File: src/rtl/mem_arbiter.sv
// Round-robin arbiter and sequencer sharing one memory port between IFU and LSU.
// One transaction in flight; LSU MemOp is turned into access length and load extension.
module mem_arbiter (
    input  logic        clk,
    input  logic        rst_n,
    input  logic        ifu_req_valid,
    output logic        ifu_req_ready,
    input  logic [31:0] ifu_addr,
    output logic        ifu_resp_valid,
    output logic [31:0] ifu_rdata,
    input  logic        lsu_req_valid,
    output logic        lsu_req_ready,
    input  logic [31:0] lsu_addr,
    input  logic        lsu_wen,
    input  logic [2:0]  lsu_memop,
    input  logic [31:0] lsu_wdata,
    output logic        lsu_resp_valid,
    output logic [31:0] lsu_rdata,
    output logic        mem_req_valid,
    input  logic        mem_req_ready,
    output logic [31:0] mem_addr,
    output logic        mem_wen,
    output logic [2:0]  mem_len,
    output logic [31:0] mem_wdata,
    input  logic        mem_resp_valid,
    input  logic [31:0] mem_rdata
);

    localparam int unsigned AW   = 32;
    localparam int unsigned DW   = 32;
    localparam int unsigned OPW  = 3;
    localparam int unsigned LENW = 3;

    typedef enum logic [1:0] {
        IDLE  = 2'd0,
        ISSUE = 2'd1,
        WAIT  = 2'd2,
        RESP  = 2'd3
    } state_e;

    typedef enum logic {
        OWN_IFU = 1'b0,
        OWN_LSU = 1'b1
    } owner_e;

    state_e          state_q, state_d;
    owner_e          owner_q, owner_d;
    owner_e          last_grant_q, last_grant_d;
    logic [AW-1:0]   addr_q, addr_d;
    logic            wen_q, wen_d;
    logic [OPW-1:0]  memop_q, memop_d;
    logic [DW-1:0]   wdata_q, wdata_d;
    logic [LENW-1:0] len_q, len_d;
    logic            req_valid_q, req_valid_d;
    logic            ifu_resp_valid_q, ifu_resp_valid_d;
    logic            lsu_resp_valid_q, lsu_resp_valid_d;
    logic [DW-1:0]   ifu_rdata_q, ifu_rdata_d;
    logic [DW-1:0]   lsu_rdata_q, lsu_rdata_d;

    logic            ifu_win;
    logic            lsu_win;
    logic            capture_resp;

    // Access length in bytes from the MemOp size field.
    function automatic logic [LENW-1:0] len_of(input logic [OPW-1:0] op);
        case (op[1:0])
            2'b00:   return LENW'(1);
            2'b01:   return LENW'(2);
            default: return LENW'(4);
        endcase
    endfunction

    // Sign/zero extension of right-aligned load data.
    function automatic logic [DW-1:0] fmt_load(input logic [OPW-1:0] op, input logic [DW-1:0] d);
        case (op)
            3'b000:  return {{24{d[7]}}, d[7:0]};
            3'b001:  return {{16{d[15]}}, d[15:0]};
            3'b100:  return {24'd0, d[7:0]};
            3'b101:  return {16'd0, d[15:0]};
            default: return d;
        endcase
    endfunction

    // On a tie the requester that did not win last time takes the port.
    assign ifu_win = ifu_req_valid && (!lsu_req_valid || (last_grant_q == OWN_LSU));
    assign lsu_win = lsu_req_valid && !ifu_win;

    assign ifu_req_ready = (state_q == IDLE) && ifu_win;
    assign lsu_req_ready = (state_q == IDLE) && lsu_win;

    assign mem_req_valid  = req_valid_q;
    assign mem_addr       = addr_q;
    assign mem_wen        = wen_q;
    assign mem_len        = len_q;
    assign mem_wdata      = wdata_q;
    assign ifu_resp_valid = ifu_resp_valid_q;
    assign ifu_rdata      = ifu_rdata_q;
    assign lsu_resp_valid = lsu_resp_valid_q;
    assign lsu_rdata      = lsu_rdata_q;

    // Next-state and datapath capture.
    always_comb begin
        state_d          = state_q;
        owner_d          = owner_q;
        last_grant_d     = last_grant_q;
        addr_d           = addr_q;
        wen_d            = wen_q;
        memop_d          = memop_q;
        wdata_d          = wdata_q;
        len_d            = len_q;
        ifu_resp_valid_d = 1'b0;
        lsu_resp_valid_d = 1'b0;
        ifu_rdata_d      = ifu_rdata_q;
        lsu_rdata_d      = lsu_rdata_q;
        capture_resp     = 1'b0;

        case (state_q)
            IDLE: begin
                if (ifu_req_ready) begin
                    owner_d      = OWN_IFU;
                    last_grant_d = OWN_IFU;
                    addr_d       = ifu_addr;
                    wen_d        = 1'b0;
                    memop_d      = 3'b010;
                    wdata_d      = '0;
                    len_d        = LENW'(4);
                    state_d      = ISSUE;
                end else if (lsu_req_ready) begin
                    owner_d      = OWN_LSU;
                    last_grant_d = OWN_LSU;
                    addr_d       = lsu_addr;
                    wen_d        = lsu_wen;
                    memop_d      = lsu_memop;
                    wdata_d      = lsu_wdata;
                    len_d        = len_of(lsu_memop);
                    state_d      = ISSUE;
                end
            end
            ISSUE: begin
                if (mem_req_ready) begin
                    if (mem_resp_valid) begin
                        capture_resp = 1'b1;
                        state_d      = RESP;
                    end else begin
                        state_d = WAIT;
                    end
                end
            end
            WAIT: begin
                if (mem_resp_valid) begin
                    capture_resp = 1'b1;
                    state_d      = RESP;
                end
            end
            RESP: begin
                state_d = IDLE;
            end
            default: begin
                state_d = IDLE;
            end
        endcase

        if (capture_resp) begin
            if (owner_q == OWN_IFU) begin
                ifu_rdata_d      = mem_rdata;
                ifu_resp_valid_d = 1'b1;
            end else begin
                lsu_rdata_d      = wen_q ? '0 : fmt_load(memop_q, mem_rdata);
                lsu_resp_valid_d = 1'b1;
            end
        end

        req_valid_d = (state_d == ISSUE);
    end

    // State and output registers; reset abandons any in-flight access.
    always_ff @(posedge clk or negedge rst_n) begin
        if (!rst_n) begin
            state_q          <= IDLE;
            owner_q          <= OWN_IFU;
            last_grant_q     <= OWN_LSU;
            addr_q           <= '0;
            wen_q            <= 1'b0;
            memop_q          <= '0;
            wdata_q          <= '0;
            len_q            <= '0;
            req_valid_q      <= 1'b0;
            ifu_resp_valid_q <= 1'b0;
            lsu_resp_valid_q <= 1'b0;
            ifu_rdata_q      <= '0;
            lsu_rdata_q      <= '0;
        end else begin
            state_q          <= state_d;
            owner_q          <= owner_d;
            last_grant_q     <= last_grant_d;
            addr_q           <= addr_d;
            wen_q            <= wen_d;
            memop_q          <= memop_d;
            wdata_q          <= wdata_d;
            len_q            <= len_d;
            req_valid_q      <= req_valid_d;
            ifu_resp_valid_q <= ifu_resp_valid_d;
            lsu_resp_valid_q <= lsu_resp_valid_d;
            ifu_rdata_q      <= ifu_rdata_d;
            lsu_rdata_q      <= lsu_rdata_d;
        end
    end

endmodule

File: config.mk
export PLATFORM = sky130hd
export DESIGN_NAME = mem_arbiter
export DESIGN_NICKNAME = d
export VERILOG_FILES = /design/src/rtl/mem_arbiter.sv
export SDC_FILE = /design/constraint.sdc
export NUM_CORES = 1
export LEC_CHECK = 0
export CORE_UTILIZATION = 40
export DETAILED_ROUTE_END_ITERATION = 16
export GPL_ROUTABILITY_DRIVEN = 0
export HOLD_SLACK_MARGIN = 0.06
export PLACE_DENSITY = 0.75
export SYNTH_ARGS = -nofsm -noshare
export SYNTH_HDL_FRONTEND = slang
export SYNTH_SLANG_ARGS = --single-unit
File: constraint.sdc
create_clock -name clk -period 2.55 [get_ports clk]
set_input_delay 0.3825 -clock clk [delete_from_list [all_inputs] [get_ports clk]]
set_output_delay 0.3825 -clock clk [all_outputs]
set_load 0.05 [all_outputs]
==> Implementation_results.wiki <==
{| class="wikitable"
! Metric !! Value
|-
| Largest net degree at the start of global routing || 56
|-
| Die Area || 16000 µm²
|-
| Maximum net fanout on the critical path || 17
|-
| Sequential standard cell area || 3550 µm²
|-
| Wire length per cell || about 18 µm
|-
| Layout area overhead || 58.9%
|-
| Vias in the first global route || 5189
|-
| Critical path startpoint || state_q[0]$_DFF_PN0_
|-
| Category of the most critical setup path || register to output port
|-
| Inserted Clock Buffers || 17
|-
| Count of placed standard cells including taps || 894
|-
| Overall die width || ~130 µm
|-
| Setup repair after global routing missed its margin || no
|-
| Syn_area_per_cell || approximately 14 µm²
|-
| Standard-cell row count || 45
|-
| Number of unique standard cell types used by synthesis || 42
|-
| Final max-slew violation count || 0
|-
| Synthesis-stage register bit count || between 100 and 150
|-
| Largest cells by area after synthesis || sky130_fd_sc_hd__dfrtp_1 (57%), sky130_fd_sc_hd__mux2_2 (19%), sky130_fd_sc_hd__a22o_1 (5.1%)
|-
| Routed Wire Length || roughly 17000 µm
|-
| R2r startpoint || state_q[0]$_DFF_PN0_
|-
| Relative max-transition margin || 0.633
|-
| Count of port buffers added during placement || between 200 and 300
|-
| Residual antenna-violating net count after detailed routing || 0
|-
| Number of filler cells placed in the layout || approximately 1100
|-
| Initial Util || 0.408
|-
| Longest Clk Path Bufs || 2
|-
| Final sum of negative setup slack || 0 ns
|-
| GRT Util Overall || 0.226
|-
| Nature of the critical path endpoint || output port
|-
| NumNets Final || 868
|-
| First-pass GRT wire length || 27700 µm
|-
| Final worst-path cycle share || 0.870
|-
| Tightest hold margin || about 0.43 ns
|-
| Detailed Place HPWL || 12300 µm
|-
| Layout Cells excl Fill || about 930
|-
| Most frequent cells after synthesis || sky130_fd_sc_hd__dfrtp_1 (141), sky130_fd_sc_hd__mux2_2 (103), sky130_fd_sc_hd__o21ai_0 (40)
|-
| Final hold violations || 0
|-
| Count of antenna diodes in the layout || 0
|-
| Run status || finished clean
|-
| Depth of the worst register-to-register path || 6
|-
| Number of nets produced by synthesis || 590
|-
| Instance count of the mapped netlist || 448
|-
| Clock tree root driver cell || sky130_fd_sc_hd__clkbuf_16
|-
| Count of pins on the block boundary || 275
|-
| Ratio of routed vias to standard cells || 5.17
|-
| Overall die height || between 100 and 150 µm
|-
| Post-route DRC violation count || 0
|-
| Cell type with the largest total area after synthesis || sky130_fd_sc_hd__dfrtp_1
|-
| Initial antenna violation count || 0
|-
| Worst EP required || 2.17 ns
|-
| Slew of the pin with the lowest slew margin || 0.548 ns
|-
| Setup violations, final || 0
|-
| Kind of launch point of the worst setup path || register
|-
| Total area of multi-input combinational cells || 2390 µm²
|-
| Power density cells || 1610 nW/µm²
|-
| Class of the tightest hold or removal check || input pin to asynchronous set/reset pin
|-
| Endpoint of the worst register-to-register path || mem_addr[3]$_DFFE_PN0P_
|-
| Top-area cell type share of the netlist area || 0.571
|-
| Router iterations before antenna repair || 4
|-
| Sequential share of the synthesized area || 0.575
|-
| Clk pin slew, worst setup/hold paths || ~0.060 ns
|-
| Iteration-0 DRC Markers || roughly 280
|-
| Skew final || 0.00838 ns
|-
| Insertion delay to the later sink of the worst-skew pair || 0.42 ns
|-
| # Max-Cap Violations || 0
|-
| Number of synthesized flops with an enable pin || 0
|-
| Reg-to-reg slack, setup || roughly 0.63 ns
|-
| Area of the core || approximately 15000 µm²
|-
| Total power || 15.8 mW
|-
| Setup WS post-layout || 0.332 ns
|-
| Maximum frequency from static timing analysis || between 0.4 and 0.5 GHz
|-
| Fraction of final layout cells with drive strength greater than 1 || 0.237
|-
| Via Count || 4791
|-
| Total gr overflow || 0
|-
| Final min period || 2.22 ns
|-
| Asr flop ratio synth || 1.00
|-
| Clock tree sinks || 142
|-
| Post-synth top flop || sky130_fd_sc_hd__dfrtp_1
|-
| Worst voltage drop across the vdd grid || just under 1000 µV
|-
| Clock tree from TritonCTS || done
|-
| Worst EP arrival || 1.84 ns
|-
| Worst slack at placement || 0.384 ns
|-
| Most numerous cell in the Yosys netlist || sky130_fd_sc_hd__dfrtp_1
|-
| Leakage power total || 4.16 nW
|-
| Number of cells upsized or downsized after cts || 0
|-
| Cell area after synthesis || 6180 µm²
|-
| CTS H-tree lvls || 4
|-
| Number of synthesis warnings || 0
|}
## area by class of cell
cell class	count	share of cell area
Sequential cell	142	0.362
Timing Repair Buffer	291	0.300
Multi-Input combinational cell	267	0.243
Clock buffer	18	0.0437
Clock inverter	13	0.0242
Tap cell	188	0.0240
Inverter	7	0.00293
## sequential cells by signal, indices dropped and copies added (netlist names)
name and cells:
owner_q 1, lsu_resp_valid 1, mem_len 3, mem_wdata 32, lsu_rdata 32, ifu_rdata 32, ifu_resp_valid 1, mem_wen 1
mem_addr 32, mem_req_valid 1, memop_q 3, state_q 2, last_grant_q 1
## worst max path at each step
stage                     slack, ns                       end
after detailed placement       0.38   mem_addr[3]$_DFFE_PN0P_
after global routing           0.20             lsu_req_ready
after floorplan                0.74             lsu_req_ready
final                          0.33             lsu_req_ready
after CTS                      0.30             lsu_req_ready
after global placement         0.43  mem_addr[10]$_DFFE_PN0P_
## repair_timing
action,4_1_cts,5_1_grt
buffers inserted,0,0
hold buffers,1,0
hold endpoints to repair,24,0
## cells by family after synthesis
group,Yosys count,synth area share
flip-flops,142,0.575
AO/OA/AOI/OAI,116,0.143
multiplexers,105,0.191
AND/OR/NAND/NOR,42,0.0433
buffers and inverters,39,0.0397
adder cells (fa/ha/maj),4,0.00810
## cell usage in the layout (no fill, tap or decap), drive strengths merged, types with 2 or more instances in the layout
| cell type | count |
|---|---|
| a21o | 2 |
| a21oi | 13 |
| a22o | 36 |
| buf | 19 |
| bufinv | 6 |
| clkbuf | 18 |
| clkdlybuf4s50 | 271 |
| clkinv | 6 |
| dfrtp | 141 |
| ha | 4 |
| inv | 8 |
| mux2 | 104 |
| nand2 | 4 |
| nand2b | 9 |
| nand3 | 4 |
| nor2 | 2 |
| nor2b | 16 |
| nor3 | 3 |
| o21ai | 41 |
| o31ai | 17 |
## where the power goes
group / switching [mW] / total, mW / internal (mW)
Combinational: 5.57 / 8.99 / 3.42
Sequential: 0.657 / 4.01 / 3.35
Clock: 0.976 / 2.81 / 1.84
Total: 7.20 / 15.8 / 8.61
## metal layers
layer  vias up  global-route usage  share of wire  wire, µm
met4         0              0.0808          0.019       318
met5         -                   0              0         0
met2       187               0.389           0.52      8830
li1       2188                   -              -         -
met1      2392               0.262           0.39      6720
met3        24              0.0763          0.073      1240
## worst max-delay path, cell delays in order (launching register included)
cell                      delay (ns)
sky130_fd_sc_hd__dfrtp_1        0.41
sky130_fd_sc_hd__inv_1          0.12
sky130_fd_sc_hd__ha_1           0.23
sky130_fd_sc_hd__nand2_4        0.18
sky130_fd_sc_hd__a21oi_2        0.28
sky130_fd_sc_hd__buf_12         0.18
## metrics by stage
stage	util	instance area, µm²
after floorplan	-	6180
after global placement	0.603	9140
after detailed placement	0.603	9140
after CTS	0.648	9820
after global routing	0.648	9820
final	0.648	9820
Power figures use the tool's default switching activity.
